--- config.mk ---
export PLATFORM = sky130hd
export DESIGN_NAME = integration_event_logger
export DESIGN_NICKNAME = d
export VERILOG_FILES = /design/src/rtl/integration_event_logger.sv
export SDC_FILE = /design/constraint.sdc
export NUM_CORES = 1
export LEC_CHECK = 0
export ABC_AREA = 1
export CAP_MARGIN = 20
export CORE_AREA = 2 2 164 166
export CTS_BUF_LIST = sky130_fd_sc_hd__clkbuf_2 sky130_fd_sc_hd__clkbuf_4 sky130_fd_sc_hd__clkbuf_8
export DETAILED_ROUTE_END_ITERATION = 8
export DIE_AREA = 0 0 166 168
export HOLD_SLACK_MARGIN = 0.05
export PLACE_DENSITY = 0.95
export RECOVER_POWER = 100
export SLEW_MARGIN = 40
export SYNTH_ARGS = -nofsm -noshare
export SYNTH_HDL_FRONTEND = slang
export SYNTH_SLANG_ARGS = --single-unit
export TNS_END_PERCENT = 10
--- constraint.sdc ---
create_clock -name clk_i -period 7.6 [get_ports clk_i]
set_clock_uncertainty 0.1 [all_clocks]
set_input_delay 0.76 -clock clk_i [delete_from_list [all_inputs] [get_ports clk_i]]
set_output_delay 0.76 -clock clk_i [all_outputs]
set_load 0.005 [all_outputs]
--- src/rtl/integration_event_logger.sv ---
// rtl/integration_event_logger.sv - timestamped event FIFO for validator alerts
//
// Ports:
//   clk_i, rst_ni              clock, synchronous active-low reset
//   protocol_violation_i       alert level inputs from the validator
//   connectivity_error_i
//   system_health_alert_i
//   evt_valid_o/evt_ready_i    FIFO head pop handshake
//   evt_src_o, evt_ts_o        head record: source mask {health,conn,proto}, timestamp
//   count_o                    FIFO occupancy 0..DEPTH
//   overflow_o, overflow_cnt_o sticky drop flag and saturating drop count
//   proto/conn/health_cnt_o    saturating per-source rising-edge counts
//   irq_o                      registered interrupt: threshold reached or overflow
//   clr_i                      clear counters and overflow status
//   flush_i                    empty the FIFO
module integration_event_logger #(
  parameter int DEPTH      = 8,
  parameter int TS_WIDTH   = 32,
  parameter int CNT_WIDTH  = 16,
  parameter int IRQ_THRESH = 4
) (
  input  logic                       clk_i,
  input  logic                       rst_ni,
  input  logic                       protocol_violation_i,
  input  logic                       connectivity_error_i,
  input  logic                       system_health_alert_i,
  output logic                       evt_valid_o,
  input  logic                       evt_ready_i,
  output logic [2:0]                 evt_src_o,
  output logic [TS_WIDTH-1:0]        evt_ts_o,
  output logic [$clog2(DEPTH):0]     count_o,
  output logic                       overflow_o,
  output logic [CNT_WIDTH-1:0]       overflow_cnt_o,
  output logic [CNT_WIDTH-1:0]       proto_cnt_o,
  output logic [CNT_WIDTH-1:0]       conn_cnt_o,
  output logic [CNT_WIDTH-1:0]       health_cnt_o,
  output logic                       irq_o,
  input  logic                       clr_i,
  input  logic                       flush_i
);

  localparam int PTR_W = $clog2(DEPTH);
  localparam int CW    = PTR_W + 1;

  localparam logic [PTR_W-1:0]     PTR_ONE = {{(PTR_W-1){1'b0}}, 1'b1};
  localparam logic [CW-1:0]        CNT_INC = {{(CW-1){1'b0}}, 1'b1};
  localparam logic [CW-1:0]        FULL_LV = CW'(DEPTH);
  localparam logic [CW-1:0]        THRESH  = CW'(IRQ_THRESH);
  localparam logic [TS_WIDTH-1:0]  TS_ONE  = {{(TS_WIDTH-1){1'b0}}, 1'b1};
  localparam logic [CNT_WIDTH-1:0] C_ONE   = {{(CNT_WIDTH-1){1'b0}}, 1'b1};

  function automatic logic [CNT_WIDTH-1:0] sat_inc(input logic [CNT_WIDTH-1:0] v,
                                                   input logic en);
    sat_inc = (en && (v != {CNT_WIDTH{1'b1}})) ? v + C_ONE : v;
  endfunction

  logic [2:0]           in_vec;
  logic [2:0]           prev_q;
  logic [2:0]           edge_v;
  logic [TS_WIDTH-1:0]  ts_q;

  logic [2:0]           src_mem [DEPTH];
  logic [TS_WIDTH-1:0]  ts_mem  [DEPTH];
  logic [PTR_W-1:0]     wptr_q, rptr_q;
  logic [CW-1:0]        count_q, count_next;

  logic                 ovf_q, ovf_next;
  logic [CNT_WIDTH-1:0] ovf_cnt_q, ovf_cnt_next;
  logic [CNT_WIDTH-1:0] proto_cnt_q, conn_cnt_q, health_cnt_q;
  logic                 irq_q;

  logic                 full, not_empty;
  logic                 push_req, push_acc, pop, drop;

  assign in_vec    = {system_health_alert_i, connectivity_error_i, protocol_violation_i};
  assign edge_v    = in_vec & ~prev_q;
  assign full      = (count_q == FULL_LV);
  assign not_empty = (count_q != '0);

  // Flush suppresses both sides of the FIFO; a pop frees the slot a full
  // FIFO needs, so push and pop together never drop.
  assign push_req = (|edge_v) & ~flush_i;
  assign pop      = not_empty & evt_ready_i & ~flush_i;
  assign push_acc = push_req & (~full | pop);
  assign drop     = push_req & full & ~pop;

  always_comb begin
    count_next = count_q;
    if (flush_i) begin
      count_next = '0;
    end else begin
      case ({push_acc, pop})
        2'b10:   count_next = count_q + CNT_INC;
        2'b01:   count_next = count_q - CNT_INC;
        default: count_next = count_q;
      endcase
    end
  end

  // Clear has priority over an overflow occurring in the same cycle.
  always_comb begin
    ovf_next     = ovf_q;
    ovf_cnt_next = ovf_cnt_q;
    if (clr_i) begin
      ovf_next     = 1'b0;
      ovf_cnt_next = '0;
    end else if (drop) begin
      ovf_next     = 1'b1;
      ovf_cnt_next = sat_inc(ovf_cnt_q, 1'b1);
    end
  end

  always_ff @(posedge clk_i) begin
    if (!rst_ni) begin
      prev_q       <= '0;
      ts_q         <= '0;
      wptr_q       <= '0;
      rptr_q       <= '0;
      count_q      <= '0;
      ovf_q        <= 1'b0;
      ovf_cnt_q    <= '0;
      proto_cnt_q  <= '0;
      conn_cnt_q   <= '0;
      health_cnt_q <= '0;
      irq_q        <= 1'b0;
    end else begin
      prev_q  <= in_vec;
      ts_q    <= ts_q + TS_ONE;
      count_q <= count_next;
      if (flush_i) begin
        wptr_q <= '0;
        rptr_q <= '0;
      end else begin
        if (push_acc) wptr_q <= wptr_q + PTR_ONE;
        if (pop)      rptr_q <= rptr_q + PTR_ONE;
      end
      ovf_q     <= ovf_next;
      ovf_cnt_q <= ovf_cnt_next;
      if (clr_i) begin
        proto_cnt_q  <= '0;
        conn_cnt_q   <= '0;
        health_cnt_q <= '0;
      end else begin
        proto_cnt_q  <= sat_inc(proto_cnt_q,  edge_v[0]);
        conn_cnt_q   <= sat_inc(conn_cnt_q,   edge_v[1]);
        health_cnt_q <= sat_inc(health_cnt_q, edge_v[2]);
      end
      irq_q <= (count_next >= THRESH) | ovf_next;
    end
  end

  // Storage needs no reset: the head is masked while the FIFO is empty.
  always_ff @(posedge clk_i) begin
    if (push_acc) begin
      src_mem[wptr_q] <= edge_v;
      ts_mem[wptr_q]  <= ts_q;
    end
  end

  assign evt_valid_o    = not_empty;
  assign evt_src_o      = not_empty ? src_mem[rptr_q] : 3'b000;
  assign evt_ts_o       = not_empty ? ts_mem[rptr_q]  : '0;
  assign count_o        = count_q;
  assign overflow_o     = ovf_q;
  assign overflow_cnt_o = ovf_cnt_q;
  assign proto_cnt_o    = proto_cnt_q;
  assign conn_cnt_o     = conn_cnt_q;
  assign health_cnt_o   = health_cnt_q;
  assign irq_o          = irq_q;

endmodule

Word level (Yosys, flattened, before mapping)
Memories as Yosys holds them, arrays and structs flattened. A register that Yosys moved wholly into a read port is not among the register bits.
Cells that the tools add are included.
Storage, ports and cells
  bits in registers: 111
  memory bits (read-only): 0
  bits in latches: 0
  bits in writable memories: 280
  input port bits: 8
  memories: 2
Operators by class
  mux-type cells: 12
  magnitude comparators: 1
  div/mod/pow operators: 0
  equal/unequal tests: 7
  reduce and logical (&&, ||, !) cells: 8
  multipliers: 0
  shifts and indexed selects: 0
  add/sub/neg operators: 9
  bitwise logic cells: 14
Memory list
  ts_mem: words 8, width 32, read ports 1, clocked after Yosys merged registers in 1, write ports 1, RTL line 63  | logic [TS_WIDTH-1:0] ts_mem [DEPTH];
  src_mem: words 8, width 3, read ports 1, clocked after Yosys merged registers in 1, write ports 1, RTL line 62  | logic [2:0] src_mem [DEPTH];
Operator list (number)
  adder 16 x 1 -> 16 bit, second input constant: 4
  != test 16 bit, second input constant: 4
  adder 32 x 1 -> 32 bit, second input constant: 1
  two-way mux 32 bit: 1
  two-way mux 3 bit: 5
  one-hot mux 4 bit (2 select lines): 1
  adder 3 x 1 -> 3 bit, second input constant: 2
  AND 1 bit: 6
  adder 4 x 1 -> 4 bit, second input constant: 1
  == test 4 bit, second input constant: 1
  >= comparator 4 x 3 -> 1 bit, second input constant: 1
  two-way mux 1 bit: 4
  two-way mux 4 bit: 1
  inverter 1 bit: 4
  nonzero test 4 bit: 1
  OR reduction 2 bit: 2
  subtractor 4 x 1 -> 4 bit, second input constant: 1
  AND 3 bit: 1
  logical AND 1 bit: 3
  inverter 3 bit: 1
  OR reduction 3 bit: 1
  == test 2 x 1 -> 1 bit, second input constant: 1
  == test 2 bit, second input constant: 1
  bitwise OR 1 bit: 2
  AND reduction 2 bit: 1

Longest topological paths before layout
Gate-level depths: netlist (run 1).
  word-level depth: 10
  depth in mapped cells: 15

Worst setup path after synthesis (run 1)
OpenSTA, ideal clock, no wires.
  path kind: input to register
  start: in flush_i
  end: mem src_mem[1][0] (enable)
  stages on the path: 7
  setup time: 427 ps
  arrival time: 2820 ps
  required time: 7073 ps
  buffers on the path: 0
  setup slack: 4253 ps
  cell sequence: inv_1 > a21oi_1 > nand2_1 > nand3_1 > nor2_1 > inv_1 > nor2_1
On the way
  cells in the longest elaborated chain, start to end: 6
RTL lines
  from (decl): RTL line 39  | input logic flush_i
  inverter 1 bit (*): RTL line 82, 83
  AND 1 bit: RTL line 83  | assign pop = not_empty & evt_ready_i & ~flush_i;
  bitwise OR 1 bit: RTL line 84  | assign push_acc = push_req & (~full | pop);
  AND 1 bit (*): RTL line 84
  two-way mux 1 bit (*): RTL line 154  | if (push_acc) begin
  two-way mux 1 bit (implied by the code) (*): RTL line 155  | src_mem[wptr_q] <= edge_v;
  to (decl): RTL line 62
Every way passes the cells marked *; elsewhere a longest branch is shown, timed or not.

==> results of run 1 <==
[final cells by class]
class / count / area, sq um / area share (%)
clock inverter: 18 / 119 / 0.610
tap: 341 / 427 / 2.19
sequential: 394 / 10700 / 54.9
multi-input combinational: 1117 / 5540 / 28.4
clock buffer: 92 / 1120 / 5.73
timing repair buffer: 127 / 1220 / 6.25
inverter: 99 / 379 / 1.94
[state kept, by name (all words and copies together) (netlist names), named ones only]
register        count
count_o             4
prev_q              3
overflow_cnt_o     16
src_mem            24
conn_cnt_o         16
wptr_q              3
ts_q               32
irq_o               1
rptr_q              3
overflow_o          1
proto_cnt_o        16
health_cnt_o       16
ts_mem            256
[worst register-to-register path, cell delays in order (launching register included)]
cell and delay [ns]:
dfxtp_1 0.47, inv_1 0.07, nand2_1 0.07, nor2_1 0.04, nand2_1 0.11, nand3_1 0.16
inv_1 0.13, nand2_1 0.20, nor2_1 0.27, clkbuf_1 1.81
[kinds of logic (layout without fill, tap and decap cells)]
family | count (synthesis) | after routing | share of synthesized area, %
xor gates and xnor gates | 45 | 45 | 2.33
and+or+nand+nor | 780 | 780 | 19.4
DFF | 394 | 394 | 63.1
buffers and inverters | 171 | 336 | 4.16
adders and majority gates | 10 | 10 | 0.783
AOI/OAI and AO/OA | 282 | 282 | 10.1
[cell usage after synthesis (2+ instances only)]
cell type,count
o21ai_0,123
buf_2,25
nor2_1,397
nand3_1,46
o32ai_1,70
buf_4,2
inv_1,92
a21oi_2,10
edfxtp_1,280
nor3b_1,7
clkbuf_1,42
nor3_4,3
xor2_1,21
nand2_2,13
a21oi_1,64
clkinv_2,2
nor2_2,3
or2_2,8
o21ai_1,12
nor2_4,3
xnor2_1,24
inv_2,3
nand4_1,26
nor3_1,30
nand2_1,232
dfxtp_1,114
ha_1,9
nand3b_1,7
[worst max-delay path by stage]
stage	end	slack (ns)
finish	evt_ts_o[18]	1.96
global route	evt_ts_o[18]	1.64
CTS	evt_ts_o[18]	3.00
detailed placement	conn_cnt_o[1]	3.24
global placement	conn_cnt_o[1]	2.95
floorplan	src_mem[1][0]	4.25
[per-stage QoR]
step,utilization (%),instance area (sq um),cells,setup slack [ns],hold slack [ns]
3_3_place_gp,69.6,18300,2077,2.95,0.362
2_1_floorplan,-,16900,1682,4.25,0.348
5_1_grt,74.0,19500,2188,1.64,0.441
4_1_cts,74.3,19600,2187,3.00,0.413
3_5_place_dp,69.6,18300,2077,3.24,0.398
6_report,74.0,19500,2188,1.96,0.403
[power groups by stage]
stage,sequential [W],clock (W),combinational (W)
after CTS,0.00233,0.00177,0.000208
after global placement,0.00237,0,0.000197
final,0.00233,0.00176,0.000201
after global routing,0.00233,0.00186,0.000220
after floorplan,0.00236,0,0.000121
after detailed placement,0.00237,0,0.000206
[layer usage]
| metal | share of wire (%) | global-route usage [%] | wire (um) |
|---|---|---|---|
| met4 | 2.8 | 11.7 | 1100 |
| met3 | 9.3 | 4.70 | 3700 |
| met5 | 0 | 0 | 0 |
| met1 | 39 | 36.3 | 15600 |
| met2 | 49 | 46.6 | 19500 |
==> impl_metrics.json, run 1 <==
{
  "synthArstFlopShare_pct": 0,
  "yosysTopAreaCellShare_pct": 49.7,
  "clockBufferDepth": 3,
  "antenna_left": 0,
  "h-tree-depth": 2,
  "syn_area_per_cell_sq_um": 10.1,
  "start_util_pct": 64.3,
  "path_buf_inv": 3,
  "yosysUniqueCellTypes": 42,
  "fp.dieW_um": 166,
  "cts_buffers": 59,
  "clkLatencyLatePin_ns": 0.59,
  "final_cell_mix": "394 x nor2_1, 280 x edfxtp_1, 233 x nand2_1",
  "reg2reg_depth": 9,
  "syn_nets": 1700,
  "ys_warn_count": 0,
  "cts_setup_buffers": 0,
  "required_ns": 6.74,
  "drive_gt1_share_pct": 8.23,
  "p_int_w": 0.00335,
  "routed-via-count": 13200,
  "ir_drop_uv": 127,
  "grt_max_degree": 89,
  "relSlewSlack_pct": -81.6,
  "power.total_w": 0.00428,
  "synthTopCellsByArea": "edfxtp_1 50%, dfxtp_1 13%, nor2_1 8.8%",
  "period_share_pct": 74.2,
  "crit_slowest_cell": "dfxtp_1",
  "io_pins": 114,
  "diodes": 0,
  "grt_pass1_vias": 12800,
  "drv_slew": 406,
  "cp_slowest_stage_delay_ns": 1.59,
  "hp-start": "rptr_q[0]",
  "r2r_start": "count_o[1]",
  "ctsResizeCount": 0,
  "ys.flop_type": "edfxtp_1",
  "drc": 0,
  "critPathLaunchType": "flip-flop",
  "power.leakage_nw": 6.93,
  "critical_path_class": "flip-flop to output pin",
  "cts-root-buf": "clkbuf_8",
  "crit_top_cell": "nor2_1",
  "synth-edff-count": 280,
  "wirelength_um": 39900,
  "outcome": "finished, violations left",
  "critical-path-top-delay-family": "buffers and inverters",
  "synthCells": 1682,
  "dieHeight_um": 168,
  "hold_end": "rptr_q[0]",
  "cts_sinks": 394,
  "synth_seq_cells": 394,
  "combinationalPowerShare_pct": 4.7,
  "fmax_mhz": 177,
  "antenna_found_initial": 0,
  "wl_per_cell_um": 18.2,
  "clk_pin_slew_ns": 0.06,
  "final_common_cell": "nor2_1",
  "rr_endpoint": "ts_mem[2][9]",
  "fin_crit_ns": 5.64,
  "port_buffers": 113,
  "seq_power_share_pct": 54.4,
  "num-nets-final": 1816,
  "worstMarginPinSlew_ns": 2.72,
  "grt_setup_unrepaired": "no",
  "clockPowerShare_pct": 41.0,
  "end_kind": "output pin",
  "grt_pass1_wl_um": 62800,
  "place.gp.congestion": 0.951,
  "coreArea_sq_mm": 0.0264,
  "yosysSeqAreaShare_pct": 63.1,
  "vias_per_cell": 6.02,
  "setup_viol": 0,
  "switching_power_w": 0.000933,
  "hp-class": "flip-flop to flip-flop",
  "grt-ovfl-total": 0,
  "cts_tree": "built",
  "detail_route.first_pass.iterations": 6,
  "switching_share_pct": 21.8,
  "violations": "capacitance limit, slew limit",
  "num_rows": 60,
  "hold_buffers": 0,
  "crit_fanout": 72,
  "crit_chain": "inv_4 > buf_4 > nor2_1 > o32ai_1 > o21ai_0 > nor2_1 > dlygate4sd3_1",
  "syn-cell-area_sq_mm": 0.0169,
  "drt-initial-drc-count": 1604,
  "yosys.area.top_type": "edfxtp_1",
  "dieArea_sq_mm": 0.0279,
  "power_density_mw_per_mm2": 220,
  "fillers": 1667,
  "area_growth_pct": 15.1,
  "max-cap-violations": 11,
  "r2r_slack_ns": 3.72,
  "hpwlAfterDp_um": 23000,
  "tns_ns": 0,
  "holdPathStages": 1,
  "crit_arrival_ns": 4.78,
  "grt_usage_pct": 27.8,
  "cp.depth": 7,
  "final_hold_viol_count": 0
}
Note: power is estimated with default switching activity, not from simulation.
==> run 2: changes to the inputs <==
- CORE_AREA: 2 2 164 166 -> 2 2 170 172
- DIE_AREA: 0 0 166 168 -> 0 0 172 174
- PLACE_DENSITY: 0.95 -> 0.89
- clock period: 7.6 -> 5.5 ns (I/O delays scaled with it)
==> impl_metrics.json, run 2 (same netlist as run 1, synthesis figures left out) <==
{
  "outcome": "finished, violations left",
  "violations": "capacitance limit, slew limit",
  "required_ns": 4.85,
  "path_buf_inv": 3,
  "final_common_cell": "nor2_1",
  "coreArea_sq_mm": 0.0282,
  "final_cells": 2241,
  "fmax_mhz": 218,
  "cts-root-buf": "clkbuf_8",
  "final_hold_viol_count": 0,
  "power.total_w": 0.00591,
  "grt_max_degree": 118,
  "num-nets-final": 1824,
  "dieHeight_um": 174,
  "area_growth_pct": 15.1,
  "holdPathStages": 1,
  "diodes": 0,
  "hp-class": "flip-flop to flip-flop",
  "worstMarginPinSlew_ns": 2.64,
  "drc": 0,
  "power_density_mw_per_mm2": 303,
  "largest_reg_flops": 256,
  "routed-via-count": 13100,
  "period_share_pct": 83.4,
  "grt_pass1_wl_um": 65200,
  "fillers": 1973,
  "ir_drop_uv": 235,
  "clockBufferDepth": 3,
  "crit_chain": "inv_8 > clkbuf_1 > nor2_1 > o32ai_1 > nor2_1 > nor2_1 > dlygate4sd3_1",
  "ctsResizeCount": 0,
  "top_register": "ts_mem",
  "drive_gt1_share_pct": 7.70,
  "fin_crit_ns": 4.59,
  "fp.dieW_um": 172,
  "max-cap-violations": 3,
  "top_regs": "ts_mem x256, ts_q x32, src_mem x24",
  "register_area_sq_mm": 0.0107,
  "final_cell_mix": "400 x nor2_1, 280 x edfxtp_1, 235 x nand2_1",
  "relSlewSlack_pct": -76.1,
  "port_buffers": 113,
  "crit_arrival_ns": 3.94,
  "place.gp.congestion": 0.907,
  "numPlacedInstances": 2129,
  "io_pins": 114,
  "drt-initial-drc-count": 1375,
  "cp.depth": 7,
  "vias_per_cell": 5.83,
  "hpwlAfterDp_um": 25000,
  "grt_usage_pct": 27.5,
  "cp_slowest_stage_delay_ns": 0.88,
  "cts_setup_buffers": 0,
  "final_core_util_pct": 69.0,
  "multi_input_area_sq_mm": 0.00547,
  "tns_ns": 0,
  "hold_buffers": 0,
  "critical_path_class": "flip-flop to output pin",
  "cts_tree": "built",
  "grt_setup_unrepaired": "no",
  "critPathLaunchType": "flip-flop",
  "dieArea_sq_mm": 0.0299,
  "detail_route.first_pass.iterations": 6,
  "crit_fanout": 117,
  "clkLatencyLatePin_ns": 0.61,
  "cts_sinks": 394,
  "power.leakage_nw": 6.88,
  "critical-path-top-delay-family": "buffers and inverters",
  "wirelength_um": 40800,
  "crit_top_cell": "nor2_1",
  "reg2reg_depth": 15,
  "setup_viol": 0,
  "h-tree-depth": 2,
  "end_kind": "output pin",
  "clk_pin_slew_ns": 0.06,
  "num_rows": 62,
  "wl_per_cell_um": 18.2,
  "start_util_pct": 60.0,
  "holdWs_ns": 0.402,
  "crit_slowest_cell": "clkbuf_1",
  "antenna_left": 0,
  "grt_pass1_vias": 13300,
  "grt-ovfl-total": 0,
  "cts_buffers": 59,
  "antenna_found_initial": 0,
  "drv_slew": 109
}
==> run 2: per-stage QoR <==
stage | instance area (sq um) | setup WS, ns
detailed placement | 18700 | 1.94
finish | 19500 | 0.913
global route | 19500 | 0.651
global placement | 18300 | 1.84
CTS | 19900 | 1.33
floorplan | 16900 | 2.36
==> run 2: final timing paths <==
kind	startpoint	to	slack, ns
max	flip-flop	evt_ts_o[27]	0.91
min reg2reg	rptr_q[0]	rptr_q[0]	0.40
max reg2reg	count_o[0]	irq_o	1.30
min	rptr_q[0]	rptr_q[0]	0.40
==> run 2: final cells by class <==
| cell class | instances | share of cell area, % |
|---|---|---|
| multi-input combinational | 1117 | 28.1 |
| timing repair buffer | 135 | 6.37 |
| sequential | 394 | 54.9 |
| inverter | 99 | 1.96 |
| clock buffer | 85 | 5.33 |
| clock inverter | 27 | 0.924 |
| tap | 384 | 2.46 |
==> run 2: where the power goes <==
| group | leakage [nW] | total, W | internal (W) | switching, W |
|---|---|---|---|---|
| combinational | 2.69 | 0.000273 | 0.0000994 | 0.000174 |
| sequential | 3.55 | 0.00322 | 0.00319 | 0.0000272 |
| clock | 0.640 | 0.00242 | 0.00131 | 0.00111 |
| total | 6.88 | 0.00591 | 0.00460 | 0.00131 |
==> run 2: routing by layer <==
layer,wire (um),GRT usage [%],vias up
met5,0,0,-
met1,15900,34.7,6244
li1,-,-,6076
met4,1230,11.2,0
met3,3440,5.58,108
met2,20200,46.4,643
==> run 3: changes to the inputs <==
- clock period: 5.5 -> 4.3 ns (I/O delays scaled with it)
==> impl_metrics.json, run 3 (same netlist as run 1, synthesis figures left out) <==
{
  "path_buf_inv": 3,
  "drv_slew": 36,
  "power_density_mw_per_mm2": 390,
  "drc": 0,
  "violations": "capacitance limit, slew limit",
  "fillers": 1989,
  "cts-root-buf": "clkbuf_8",
  "cts_setup_buffers": 0,
  "hpwlAfterDp_um": 24400,
  "drive_gt1_share_pct": 8.63,
  "fp.dieW_um": 172,
  "diodes": 0,
  "hp-class": "primary input to flip-flop",
  "critPathLaunchType": "flip-flop",
  "cp.depth": 7,
  "routed-via-count": 13200,
  "wl_per_cell_um": 18.5,
  "final_hold_viol_count": 0,
  "num-nets-final": 1822,
  "relSlewSlack_pct": -50.6,
  "io_pins": 114,
  "port_buffers": 113,
  "r2r_start": "count_o[0]",
  "required_ns": 3.77,
  "numPlacedInstances": 2127,
  "h-tree-depth": 2,
  "power.total_w": 0.00765,
  "cts_sinks": 394,
  "coreArea_sq_mm": 0.0282,
  "start_util_pct": 60.0,
  "largest_reg_flops": 256,
  "crit_arrival_ns": 3.47,
  "final_cells": 2238,
  "crit_slowest_cell": "dlygate4sd3_1",
  "tns_ns": 0,
  "power.leakage_nw": 6.96,
  "grt_max_degree": 97,
  "crit_chain": "inv_4 > buf_12 > nor2_1 > o32ai_1 > o21ai_0 > nor2_1 > dlygate4sd3_1",
  "grt_setup_unrepaired": "no",
  "multi_input_area_sq_mm": 0.00550,
  "setup_viol": 0,
  "cts_tree": "built",
  "crit_fanout": 84,
  "dieArea_sq_mm": 0.0299,
  "area_growth_pct": 15.8,
  "critical_path_class": "flip-flop to output pin",
  "register_area_sq_mm": 0.0107,
  "top_regs": "ts_mem x256, ts_q x32, src_mem x24",
  "wirelength_um": 41500,
  "ir_drop_uv": 232,
  "max-cap-violations": 2,
  "clkLatencyLatePin_ns": 0.60,
  "num_rows": 62,
  "grt_pass1_wl_um": 65300,
  "period_share_pct": 93.0,
  "top_register": "ts_mem",
  "cts_buffers": 58,
  "hold_buffers": 0,
  "crit_top_cell": "nor2_1",
  "antenna_left": 0,
  "vias_per_cell": 5.91,
  "holdPathStages": 3,
  "clockBufferDepth": 3,
  "end_kind": "output pin",
  "place.gp.congestion": 0.954,
  "grt_pass1_vias": 13000,
  "fin_crit_ns": 4.00,
  "grt_usage_pct": 27.5,
  "final_common_cell": "nor2_1",
  "cp_slowest_stage_delay_ns": 0.59,
  "reg2reg_depth": 10,
  "antenna_found_initial": 0,
  "outcome": "finished, violations left",
  "drt-initial-drc-count": 1411,
  "hp-start": "connectivity_error_i",
  "fmax_mhz": 250,
  "detail_route.first_pass.iterations": 8,
  "dieHeight_um": 174,
  "holdWs_ns": 0.293,
  "grt-ovfl-total": 0,
  "critical-path-top-delay-family": "buffers and inverters",
  "worstMarginPinSlew_ns": 2.25,
  "ctsResizeCount": 0,
  "clk_pin_slew_ns": 0.07,
  "final_cell_mix": "400 x nor2_1, 280 x edfxtp_1, 234 x nand2_1"
}
-- run 3: power by group --
group          internal, W  leakage (nW)  switching, W
clock network      0.00174         0.682       0.00144
registers          0.00408          3.55     0.0000323
logic             0.000130          2.73      0.000228
-- run 3: final timing paths --
| path | endpoint | slack (ns) |
|---|---|---|
| setup / recovery | evt_ts_o[18] | 0.30 |
| hold / removal | prev_q[1] | 0.29 |
| setup reg to reg | ts_mem[5][14] | 0.40 |
| hold reg to reg | rptr_q[0] | 0.41 |
-- run 3: layer usage --
| layer | track usage [%] | part of all wire [%] |
|---|---|---|
| met1 | 35.0 | 39 |
| met5 | 0 | 0 |
| met2 | 46.1 | 50 |
| met3 | 5.33 | 8.9 |
| met4 | 11.4 | 2.8 |
-- run 3: cell type report --
| cell class | count | share of cell area [%] |
|---|---|---|
| Multi-Input combinational cell | 1117 | 28.1 |
| Clock inverter | 26 | 0.906 |
| Inverter | 99 | 1.93 |
| Tap cell | 384 | 2.45 |
| Timing Repair Buffer | 134 | 6.57 |
| Clock buffer | 84 | 5.52 |
| Sequential cell | 394 | 54.6 |
-- run 3: stage by stage --
stage          setup WS [ns]  cell area, sq um  util, %
6_report               0.303             19600     69.4
5_1_grt               0.0917             19600     69.4
4_1_cts                0.321             19800     70.1
3_5_place_dp           0.995             18500     65.6
3_3_place_gp            1.04             18500     65.4
2_1_floorplan           1.26             16900        -
-- run 3: worst reg2reg max path, cell delays in order (launching register included) --
cell,delay (ns)
dfxtp_1,0.47
inv_1,0.07
nand2_1,0.06
nor2_1,0.04
nand2_1,0.11
nand3_1,0.16
nor2_1,0.18
inv_1,0.16
nor2_1,1.01
clkbuf_1,0.89
clkbuf_2,0.34
